--- src/rtl/apb4_rr_arbiter_if.sv ---
// APB4 bus bundle between apb4_rr_arbiter (master side) and the APB4
// peripheral fabric (slave side). Signal names follow the APB4 convention.
interface apb4_rr_arbiter_if;

    logic        PSELx;
    logic        PENABLE;
    logic        PWRITE;
    logic [31:0] PADDR;
    logic [2:0]  PPROT;
    logic [31:0] PWDATA;
    logic [3:0]  PSTRB;
    logic        PREADY;
    logic        PSLVERR;
    logic [31:0] PRDATA;

    modport master (
        output PSELx,
        output PENABLE,
        output PWRITE,
        output PADDR,
        output PPROT,
        output PWDATA,
        output PSTRB,
        input  PREADY,
        input  PSLVERR,
        input  PRDATA
    );

    modport slave (
        input  PSELx,
        input  PENABLE,
        input  PWRITE,
        input  PADDR,
        input  PPROT,
        input  PWDATA,
        input  PSTRB,
        output PREADY,
        output PSLVERR,
        output PRDATA
    );

endinterface

--- src/rtl/apb4_rr_arbiter.sv ---
// Round-robin arbiter sharing one APB4 master bus between NREQ requesters.
// Each requester posts a full command on a level request; the winner's
// command is latched on the grant edge, driven through SETUP/ACCESS, and the
// response is returned with a one-cycle done pulse. Every output is a flop.
//
// Optional build macro APB_TIMEOUT_EN: adds an ACCESS-phase watchdog that
// abandons a transfer after TIMEOUT_CYCLES wait cycles, answers it with
// rsp_slverr = 1, and pulses timeout_evt together with done.
module apb4_rr_arbiter #(
    parameter int NREQ           = 4,
    parameter int TIMEOUT_CYCLES = 16
) (
    input  logic                 PCLK,
    input  logic                 PRESETn,

    input  logic [NREQ-1:0]      req,
    input  logic [NREQ-1:0]      req_write,
    input  logic [NREQ*32-1:0]   req_addr,
    input  logic [NREQ*3-1:0]    req_prot,
    input  logic [NREQ*32-1:0]   req_wdata,
    input  logic [NREQ*4-1:0]    req_strb,

    output logic [NREQ-1:0]      done,
    output logic [31:0]          rsp_rdata,
    output logic                 rsp_slverr,
    output logic [2:0]           grant_id,
    output logic                 busy,
`ifdef APB_TIMEOUT_EN
    output logic                 timeout_evt,
`endif

    apb4_rr_arbiter_if.master    apb
);

    // Elaboration guards: index fields are 3 bits wide and the watchdog
    // counter is 8 bits wide.
    if (NREQ < 2 || NREQ > 8) begin : g_bad_nreq
        $error("apb4_rr_arbiter: NREQ must be within 2..8");
    end
    if (TIMEOUT_CYCLES < 1 || TIMEOUT_CYCLES > 256) begin : g_bad_timeout
        $error("apb4_rr_arbiter: TIMEOUT_CYCLES must be within 1..256");
    end

    typedef enum logic [1:0] {
        S_IDLE   = 2'd0,
        S_SETUP  = 2'd1,
        S_ACCESS = 2'd2,
        S_DONE   = 2'd3
    } state_e;

    // ------------------------------------------------------------------
    // State and registered outputs
    // ------------------------------------------------------------------
    state_e            state_q,      state_d;
    logic [2:0]        last_q,       last_d;
    logic [2:0]        grant_id_q,   grant_id_d;
    logic              psel_q,       psel_d;
    logic              penable_q,    penable_d;
    logic              pwrite_q,     pwrite_d;
    logic [31:0]       paddr_q,      paddr_d;
    logic [2:0]        pprot_q,      pprot_d;
    logic [31:0]       pwdata_q,     pwdata_d;
    logic [3:0]        pstrb_q,      pstrb_d;
    logic [NREQ-1:0]   done_q,       done_d;
    logic [31:0]       rsp_rdata_q,  rsp_rdata_d;
    logic              rsp_slverr_q, rsp_slverr_d;
    logic              busy_q,       busy_d;
`ifdef APB_TIMEOUT_EN
    localparam logic [7:0] TIMEOUT_LAST = 8'(TIMEOUT_CYCLES - 1);
    logic [7:0]        cnt_q,         cnt_d;
    logic              timeout_evt_q, timeout_evt_d;
`endif

    // ------------------------------------------------------------------
    // Round-robin winner search
    // ------------------------------------------------------------------
    logic [7:0]  req_pad;
    logic [3:0]  rr_sum;
    logic        win_found;
    logic [2:0]  win_idx;

    assign req_pad = 8'(req);

    // Scan from last+1 with wrap-around; the first pending request wins.
    always_comb begin
        // NOTE: every variable written here gets a default first, so no path
        // through the block can hold a stale value and infer a latch.
        win_found = 1'b0;
        win_idx   = '0;
        rr_sum    = '0;
        for (int k = 1; k <= NREQ; k++) begin
            rr_sum = {1'b0, last_q} + 4'(k);
            if (rr_sum >= 4'(NREQ)) begin
                rr_sum = rr_sum - 4'(NREQ);
            end
            if (!win_found && req_pad[rr_sum[2:0]]) begin
                win_found = 1'b1;
                win_idx   = rr_sum[2:0];
            end
        end
    end

    // ------------------------------------------------------------------
    // Winner command select and done decode
    // ------------------------------------------------------------------
    logic              win_write;
    logic [31:0]       win_addr;
    logic [2:0]        win_prot;
    logic [31:0]       win_wdata;
    logic [3:0]        win_strb;
    logic [NREQ-1:0]   grant_onehot;

    // Pull the winning requester's command fields out of the flat buses.
    always_comb begin
        win_write = 1'b0;
        win_addr  = '0;
        win_prot  = '0;
        win_wdata = '0;
        win_strb  = '0;
        for (int i = 0; i < NREQ; i++) begin
            if (win_idx == 3'(i)) begin
                win_write = req_write[i];
                win_addr  = req_addr[32*i +: 32];
                win_prot  = req_prot[3*i +: 3];
                win_wdata = req_wdata[32*i +: 32];
                win_strb  = req_strb[4*i +: 4];
            end
        end
    end

    // One-hot of the current grant, used as the done pattern.
    always_comb begin
        grant_onehot = '0;
        for (int i = 0; i < NREQ; i++) begin
            grant_onehot[i] = (grant_id_q == 3'(i));
        end
    end

    // ------------------------------------------------------------------
    // Next-state and next-output logic
    // ------------------------------------------------------------------
    // IDLE arbitrates and latches, SETUP/ACCESS run the APB phases, DONE
    // presents the response for exactly one cycle.
    always_comb begin
        state_d      = state_q;
        last_d       = last_q;
        grant_id_d   = grant_id_q;
        psel_d       = psel_q;
        penable_d    = penable_q;
        pwrite_d     = pwrite_q;
        paddr_d      = paddr_q;
        pprot_d      = pprot_q;
        pwdata_d     = pwdata_q;
        pstrb_d      = pstrb_q;
        done_d       = '0;
        rsp_rdata_d  = rsp_rdata_q;
        rsp_slverr_d = rsp_slverr_q;
`ifdef APB_TIMEOUT_EN
        cnt_d         = cnt_q;
        timeout_evt_d = 1'b0;
`endif

        case (state_q)
            S_IDLE: begin
                if (win_found) begin
                    state_d    = S_SETUP;
                    last_d     = win_idx;
                    grant_id_d = win_idx;
                    psel_d     = 1'b1;
                    penable_d  = 1'b0;
                    pwrite_d   = win_write;
                    paddr_d    = win_addr;
                    pprot_d    = win_prot;
                    // Reads present zero data and no strobes on the bus.
                    pwdata_d   = win_write ? win_wdata : 32'd0;
                    pstrb_d    = win_write ? win_strb  : 4'd0;
                end
            end

            S_SETUP: begin
                state_d   = S_ACCESS;
                penable_d = 1'b1;
`ifdef APB_TIMEOUT_EN
                cnt_d     = '0;
`endif
            end

            S_ACCESS: begin
                if (apb.PREADY) begin
                    state_d      = S_DONE;
                    psel_d       = 1'b0;
                    penable_d    = 1'b0;
                    done_d       = grant_onehot;
                    rsp_slverr_d = apb.PSLVERR;
                    rsp_rdata_d  = pwrite_q ? 32'd0 : apb.PRDATA;
                end
`ifdef APB_TIMEOUT_EN
                else if (cnt_q == TIMEOUT_LAST) begin
                    // Slave never answered: abandon and report an error.
                    state_d       = S_DONE;
                    psel_d        = 1'b0;
                    penable_d     = 1'b0;
                    done_d        = grant_onehot;
                    rsp_slverr_d  = 1'b1;
                    rsp_rdata_d   = 32'd0;
                    timeout_evt_d = 1'b1;
                end else begin
                    cnt_d = cnt_q + 8'd1;
                end
`endif
            end

            S_DONE: begin
                state_d = S_IDLE;
            end

            default: begin
                state_d = S_IDLE;
            end
        endcase

        busy_d = (state_d != S_IDLE);
    end

    // ------------------------------------------------------------------
    // Registers
    // ------------------------------------------------------------------
    // All state and outputs, asynchronously cleared so the bus drops at once.
    always_ff @(posedge PCLK or negedge PRESETn) begin
        if (!PRESETn) begin
            // NOTE: sequential state uses non-blocking assignments so every
            // flop samples the pre-edge values of the others.
            state_q      <= S_IDLE;
            last_q       <= 3'(NREQ - 1);
            grant_id_q   <= '0;
            psel_q       <= 1'b0;
            penable_q    <= 1'b0;
            pwrite_q     <= 1'b0;
            paddr_q      <= '0;
            pprot_q      <= '0;
            pwdata_q     <= '0;
            pstrb_q      <= '0;
            done_q       <= '0;
            rsp_rdata_q  <= '0;
            rsp_slverr_q <= 1'b0;
            busy_q       <= 1'b0;
`ifdef APB_TIMEOUT_EN
            cnt_q         <= '0;
            timeout_evt_q <= 1'b0;
`endif
        end else begin
            state_q      <= state_d;
            last_q       <= last_d;
            grant_id_q   <= grant_id_d;
            psel_q       <= psel_d;
            penable_q    <= penable_d;
            pwrite_q     <= pwrite_d;
            paddr_q      <= paddr_d;
            pprot_q      <= pprot_d;
            pwdata_q     <= pwdata_d;
            pstrb_q      <= pstrb_d;
            done_q       <= done_d;
            rsp_rdata_q  <= rsp_rdata_d;
            rsp_slverr_q <= rsp_slverr_d;
            busy_q       <= busy_d;
`ifdef APB_TIMEOUT_EN
            cnt_q         <= cnt_d;
            timeout_evt_q <= timeout_evt_d;
`endif
        end
    end

    // ------------------------------------------------------------------
    // Output wiring
    // ------------------------------------------------------------------
    assign apb.PSELx   = psel_q;
    assign apb.PENABLE = penable_q;
    assign apb.PWRITE  = pwrite_q;
    assign apb.PADDR   = paddr_q;
    assign apb.PPROT   = pprot_q;
    assign apb.PWDATA  = pwdata_q;
    assign apb.PSTRB   = pstrb_q;

    assign done        = done_q;
    assign rsp_rdata   = rsp_rdata_q;
    assign rsp_slverr  = rsp_slverr_q;
    assign grant_id    = grant_id_q;
    assign busy        = busy_q;
`ifdef APB_TIMEOUT_EN
    assign timeout_evt = timeout_evt_q;
`endif

endmodule
--- src/flat_wrapper.sv ---
// flat-port wrapper written by rule: the top's interface ports become plain ports
module apb4_rr_arbiter_flat 
#(
    parameter int NREQ           = 4,
    parameter int TIMEOUT_CYCLES = 16
)
  (PCLK, PRESETn, req, req_write, req_addr, req_prot, req_wdata, req_strb, done, rsp_rdata, rsp_slverr, grant_id, busy, apb_PSELx, apb_PENABLE, apb_PWRITE, apb_PADDR, apb_PPROT, apb_PWDATA, apb_PSTRB, apb_PREADY, apb_PSLVERR, apb_PRDATA);
  apb4_rr_arbiter_if apb_i ();
  input  logic PCLK;
  input  logic PRESETn;
  input  logic [NREQ-1:0] req;
  input  logic [NREQ-1:0] req_write;
  input  logic [NREQ*32-1:0] req_addr;
  input  logic [NREQ*3-1:0] req_prot;
  input  logic [NREQ*32-1:0] req_wdata;
  input  logic [NREQ*4-1:0] req_strb;
  output logic [NREQ-1:0] done;
  output logic [31:0] rsp_rdata;
  output logic rsp_slverr;
  output logic [2:0] grant_id;
  output logic busy;
  output wire logic [$bits(apb_i.PSELx)-1:0] apb_PSELx;
  output wire logic [$bits(apb_i.PENABLE)-1:0] apb_PENABLE;
  output wire logic [$bits(apb_i.PWRITE)-1:0] apb_PWRITE;
  output wire logic [$bits(apb_i.PADDR)-1:0] apb_PADDR;
  output wire logic [$bits(apb_i.PPROT)-1:0] apb_PPROT;
  output wire logic [$bits(apb_i.PWDATA)-1:0] apb_PWDATA;
  output wire logic [$bits(apb_i.PSTRB)-1:0] apb_PSTRB;
  input wire logic [$bits(apb_i.PREADY)-1:0] apb_PREADY;
  input wire logic [$bits(apb_i.PSLVERR)-1:0] apb_PSLVERR;
  input wire logic [$bits(apb_i.PRDATA)-1:0] apb_PRDATA;
  assign apb_PSELx = apb_i.PSELx;
  assign apb_PENABLE = apb_i.PENABLE;
  assign apb_PWRITE = apb_i.PWRITE;
  assign apb_PADDR = apb_i.PADDR;
  assign apb_PPROT = apb_i.PPROT;
  assign apb_PWDATA = apb_i.PWDATA;
  assign apb_PSTRB = apb_i.PSTRB;
  assign apb_i.PREADY = apb_PREADY;
  assign apb_i.PSLVERR = apb_PSLVERR;
  assign apb_i.PRDATA = apb_PRDATA;
  apb4_rr_arbiter #(.NREQ(NREQ), .TIMEOUT_CYCLES(TIMEOUT_CYCLES)) u_core (.PCLK(PCLK), .PRESETn(PRESETn), .req(req), .req_write(req_write), .req_addr(req_addr), .req_prot(req_prot), .req_wdata(req_wdata), .req_strb(req_strb), .done(done), .rsp_rdata(rsp_rdata), .rsp_slverr(rsp_slverr), .grant_id(grant_id), .busy(busy), .apb(apb_i));
endmodule
--- config.mk ---
export PLATFORM = sky130hd
export DESIGN_NAME = apb4_rr_arbiter_flat
export DESIGN_NICKNAME = d
export VERILOG_FILES = /design/src/rtl/apb4_rr_arbiter_if.sv /design/src/rtl/apb4_rr_arbiter.sv /design/src/flat_wrapper.sv
export SDC_FILE = /design/constraint.sdc
export NUM_CORES = 1
export LEC_CHECK = 0
export BUFFER_PORTS_ARGS = -buffer_cell sky130_fd_sc_hd__buf_2
export CAP_MARGIN = 20
export CELL_PAD_IN_SITES_DETAIL_PLACEMENT = 1
export CELL_PAD_IN_SITES_GLOBAL_PLACEMENT = 1
export CORE_AREA = 3 3 171 173
export CTS_BUF_LIST = sky130_fd_sc_hd__clkbuf_16
export CTS_CLUSTER_SIZE = 30
export DETAILED_ROUTE_END_ITERATION = 12
export DIE_AREA = 0 0 174 176
export GPL_ROUTABILITY_DRIVEN = 0
export PLACE_DENSITY = 0.62
export SETUP_SLACK_MARGIN = 0.02
export SLEW_MARGIN = 20
export SYNTH_ARGS = -nofsm -noshare
export SYNTH_HDL_FRONTEND = slang
export SYNTH_SLANG_ARGS = --single-unit
--- constraint.sdc ---
create_clock -name PCLK -period 3.4 [get_ports PCLK]
set_input_delay 0.51 -clock PCLK [delete_from_list [all_inputs] [get_ports PCLK]]
set_output_delay 0.51 -clock PCLK [all_outputs]
set_load 0.01 [all_outputs]
==> metrics.md <==
| Metric | Value |
|---|---|
| Status | `finished clean` |
| Worst Skew | `11.8 ps` |
| Final Routed Wirelength | `26.8 mm` |
| CP peak stage delay | `590 ps` |
| WL/cell | `18.8 um` |
| Vias after detailed routing | `6696` |
| Reg2Reg Depth | `9` |
| Area contributors post-synth | `dfrtp_1, mux2i_1, a222oi_1, o221ai_1, nand2_1` |
| Synth Flop Type | `dfrtp_1` |
| Yosys top cell area share | `44.6%` |
| DIE WIDTH | `174 um` |
| Sink Count | `119` |
| Via/cell ratio | `4.69` |
| Core box area | `27800 um2` |
| CP max FO | `28` |
| DP HPWL | `20.5 mm` |
| # DRC | `0` |
| Placement row count | `61` |
| Number of buffers created by CTS | `17` |
| Average size of a mapped cell | `10.8 um2` |
| Synthesis Warnings | `0` |
| Startpoint Class | `flop` |
| Final setup viols | `0` |
| Final hold violations | `0` |
| Antenna cells | `0` |
| Sequential-to-total area share from yosys stat | `45.4%` |
| Yosys top cell by area | `dfrtp_1` |
| Final core utilization | `35.1%` |
| Minimum clock period | `3190 ps` |
| FF+latch count, synth | `119` |
| Critical-path top delay cell | `dfstp_2` |
| Tightest Pin Transition | `893 ps` |
| Grt ovf | `0` |
| Initial antenna violation count | `0` |
| Critical R2R Launch | `u_core.last_q[1]` |
| Drt first pass iters | `7` |
| TNS Setup | `0 ps` |
| Hold Crit Class | `primary input to async pin` |
| Max rail drop VDD | `575 uV` |
| Clock Tree Buf Depth | `2` |
| Ys async rst share | `100%` |
| Worst path required time | `3670 ps` |
| GR Util All Layers | `16.9%` |
| Worst Path Buf+Inv | `2` |
| Clk slew on worst S/H paths | `60 ps` |
| Pwr per Cell Area | `961 nW/um2` |
| TritonCTS clock tree | `yes` |
| EDFF count, synth | `0` |
| Critical path capture point type | `flop` |
| Leakage | `5.06 nW` |
| Area Overhead vs Synth | `48.8%` |
| Pint | `5.45 mW` |
| F_max | `0.313 GHz` |
| Global-route wire length before repair | `40.9 mm` |
| Layout cells sized above 1 | `49.1%` |
| Top Ports | `443` |
| Critical path type | `flop to flop` |
| Nets@finish | `1371` |
| Max-slew headroom | `40.3%` |
| Max_cap viols | `0` |
| Clock power frac | `19.1%` |
| NetSw | `3.93 mW` |
| Final worst path period share | `93.9%` |
| Pins Over Slew Limit | `0` |
| Mapped Area | `6560 um2` |
| Port bufs | `442` |
| Crit path cell chain | `inv_1 -> ha_1 -> mux2_2 -> o41ai_2 -> a32o_2 -> mux2_1 -> nand3_2 -> buf_12 -> o211ai_1` |
| R2R Setup Slk | `210 ps` |
| RSZ-0062 raised after global routing | `false` |
| Largest net degree at the start of global routing | `61` |
| Initial drt markers | `375` |
| Proportion of power drawn by flip-flops and latches | `25.4%` |
| Switching share of total power | `41.9%` |
| H-tree depth | `4` |
| Number of global-route vias before repair | `7134` |
| Netlist cell types | `53` |
| Detail Route Antenna Nets | `0` |
| Root buffer cell | `clkbuf_16` |
| FF-to-FF End | `u_core.apb.PWDATA[13]` |
| Die area | `30600 um2` |
| Arr. time, crit path | `3460 ps` |
| Clock latency on the worst-skew pair | `410 ps` |
| Cells after Synth | `607` |
| Layout fillers | `3342` |
| Die height | `176 um` |
| Synth Net Count | `942` |
| Comb power frac | `55.6%` |
| Initial Util | `23.6%` |
| Top Family by Delay on Critical Path | `multiplexers` |
## cells in the mapped netlist (all sizes together), types with 2 or more instances
master / number
nand4: 2
mux2i: 109
dfstp: 2
nand3b: 3
o21ai: 72
inv: 8
a222oi: 35
clkbuf: 15
nand2: 77
and2: 2
nor2: 10
mux2: 8
or2: 2
ha: 7
o221ai: 37
buf: 36
a21oi: 8
nor4b: 2
nor4: 2
dfrtp: 117
nand2b: 34
nor2b: 2
## sequential cells by signal, summed over array words and instances, names as in the netlist
| signal | flops |
|---|---|
| u_core.apb.PADDR | 32 |
| u_core.apb.PENABLE | 1 |
| u_core.apb.PPROT | 3 |
| u_core.apb.PSELx | 1 |
| u_core.apb.PSTRB | 4 |
| u_core.apb.PWDATA | 32 |
| u_core.apb.PWRITE | 1 |
| u_core.busy | 1 |
| u_core.done | 4 |
| u_core.grant_id | 2 |
| u_core.last_q | 3 |
| u_core.rsp_rdata | 32 |
| u_core.rsp_slverr | 1 |
| u_core.state_q | 2 |
## cells in the final DEF, fill, tap and decap left out, types with 2 or more instances in the layout
cell type / instances
buf_2: 441
dfrtp_1: 117
mux2i_1: 109
nand2_1: 74
o21ai_0: 36
o221ai_1: 36
a222oi_1: 35
o21ai_1: 35
nand2b_1: 34
clkbuf_16: 17
buf_4: 11
nor2_1: 10
a21oi_1: 8
buf_12: 8
inv_1: 7
ha_1: 7
inv_6: 5
mux2_2: 4
clkinv_1: 4
mux2_1: 3
nand3b_1: 3
nand2_2: 2
nor2b_1: 2
nand4_2: 2
and2_1: 2
clkinvlp_4: 2
bufinv_16: 2
clkinv_4: 2
dfstp_2: 2
## through the flow
step / total power [mW] / std cells / hold slack [ps] / setup WS, ps / instance area (um2)
after floorplan: 5.98 / 607 / 214 / 510 / 6560
after global placement: 7.51 / 1391 / 458 / 101 / 9140
after detailed placement: 7.62 / 1391 / 466 / 18.8 / 9140
after CTS: 9.47 / 1423 / 88.0 / 34.9 / 9720
after global routing: 10.2 / 1427 / 95.9 / 40.9 / 9760
final: 9.39 / 1427 / 64.2 / 209 / 9760
## how the worst max path moves through the flow
stage / from / to / slack, ps / cells after the start
6_report: u_core.last_q[1] / u_core.apb.PWDATA[13] / 210 / 9
3_3_place_gp: u_core.last_q[1] / u_core.apb.PADDR[4] / 100 / 9
3_5_place_dp: u_core.last_q[1] / u_core.apb.PADDR[4] / 20 / 9
4_1_cts: u_core.last_q[1] / u_core.apb.PADDR[4] / 30 / 9
2_1_floorplan: u_core.last_q[0] / u_core.apb.PSTRB[0] / 510 / 11
5_1_grt: u_core.last_q[1] / u_core.apb.PWDATA[13] / 40 / 9
## what timing repair did
action / in CTS / in global routing
gates resized for setup: 0 / 1
pin swaps: 1 / 1
setup buffers: 0 / 4
setup endpoints to repair: 1 / 48
hold buffers: 0 / 0
cloned: 0 / 0
## power by group through the flow
stage	clock network (mW)	registers (mW)	logic (mW)
after floorplan	0	2.63	3.35
after global placement	0	2.37	5.13
after detailed placement	0	2.39	5.23
after CTS	1.87	2.39	5.22
after global routing	1.94	2.47	5.75
final	1.79	2.38	5.22
## layer usage
metal	vias to the layer above	part of all wire (%)	global-route usage, %
li1	3146	-	-
met1	3265	41	20.9
met2	266	51	29.2
met3	19	6.6	4.52
met4	0	1.5	4.09
met5	-	0	0
## cell families (layout without fill, tap and decap cells)
logic type / count (synthesis) / in the layout / synth area share, %
adder cells (fa/ha/maj): 7 / 7 / 1.34
multiplexers: 118 / 118 / 18.4
flip-flops: 119 / 119 / 45.4
buffers and inverters: 59 / 501 / 5.30
AND/OR/NAND/NOR: 141 / 141 / 11.1
AO/OA/AOI/OAI: 163 / 163 / 18.4
## worst register-to-register path: stages (launching register included)
cell and delay, ps:
dfstp_2 590, inv_1 140, ha_1 440, mux2_2 390, o41ai_2 200, a32o_2 310
mux2_1 370, nand3_2 240, buf_12 240, o211ai_1 130
## cell type report
type                            count  area (um2)  share of cell area [%]
Timing Repair Buffer              461        2460                    25.2
Clock inverter                     15         151                    1.55
Tap cell                          378         473                    4.84
Inverter                            8        30.0                   0.308
Multi-Input combinational cell    429        3240                    33.2
Clock buffer                       17         425                    4.36
Sequential cell                   119        2980                    30.5
Note: power is estimated with default switching activity, not from simulation.
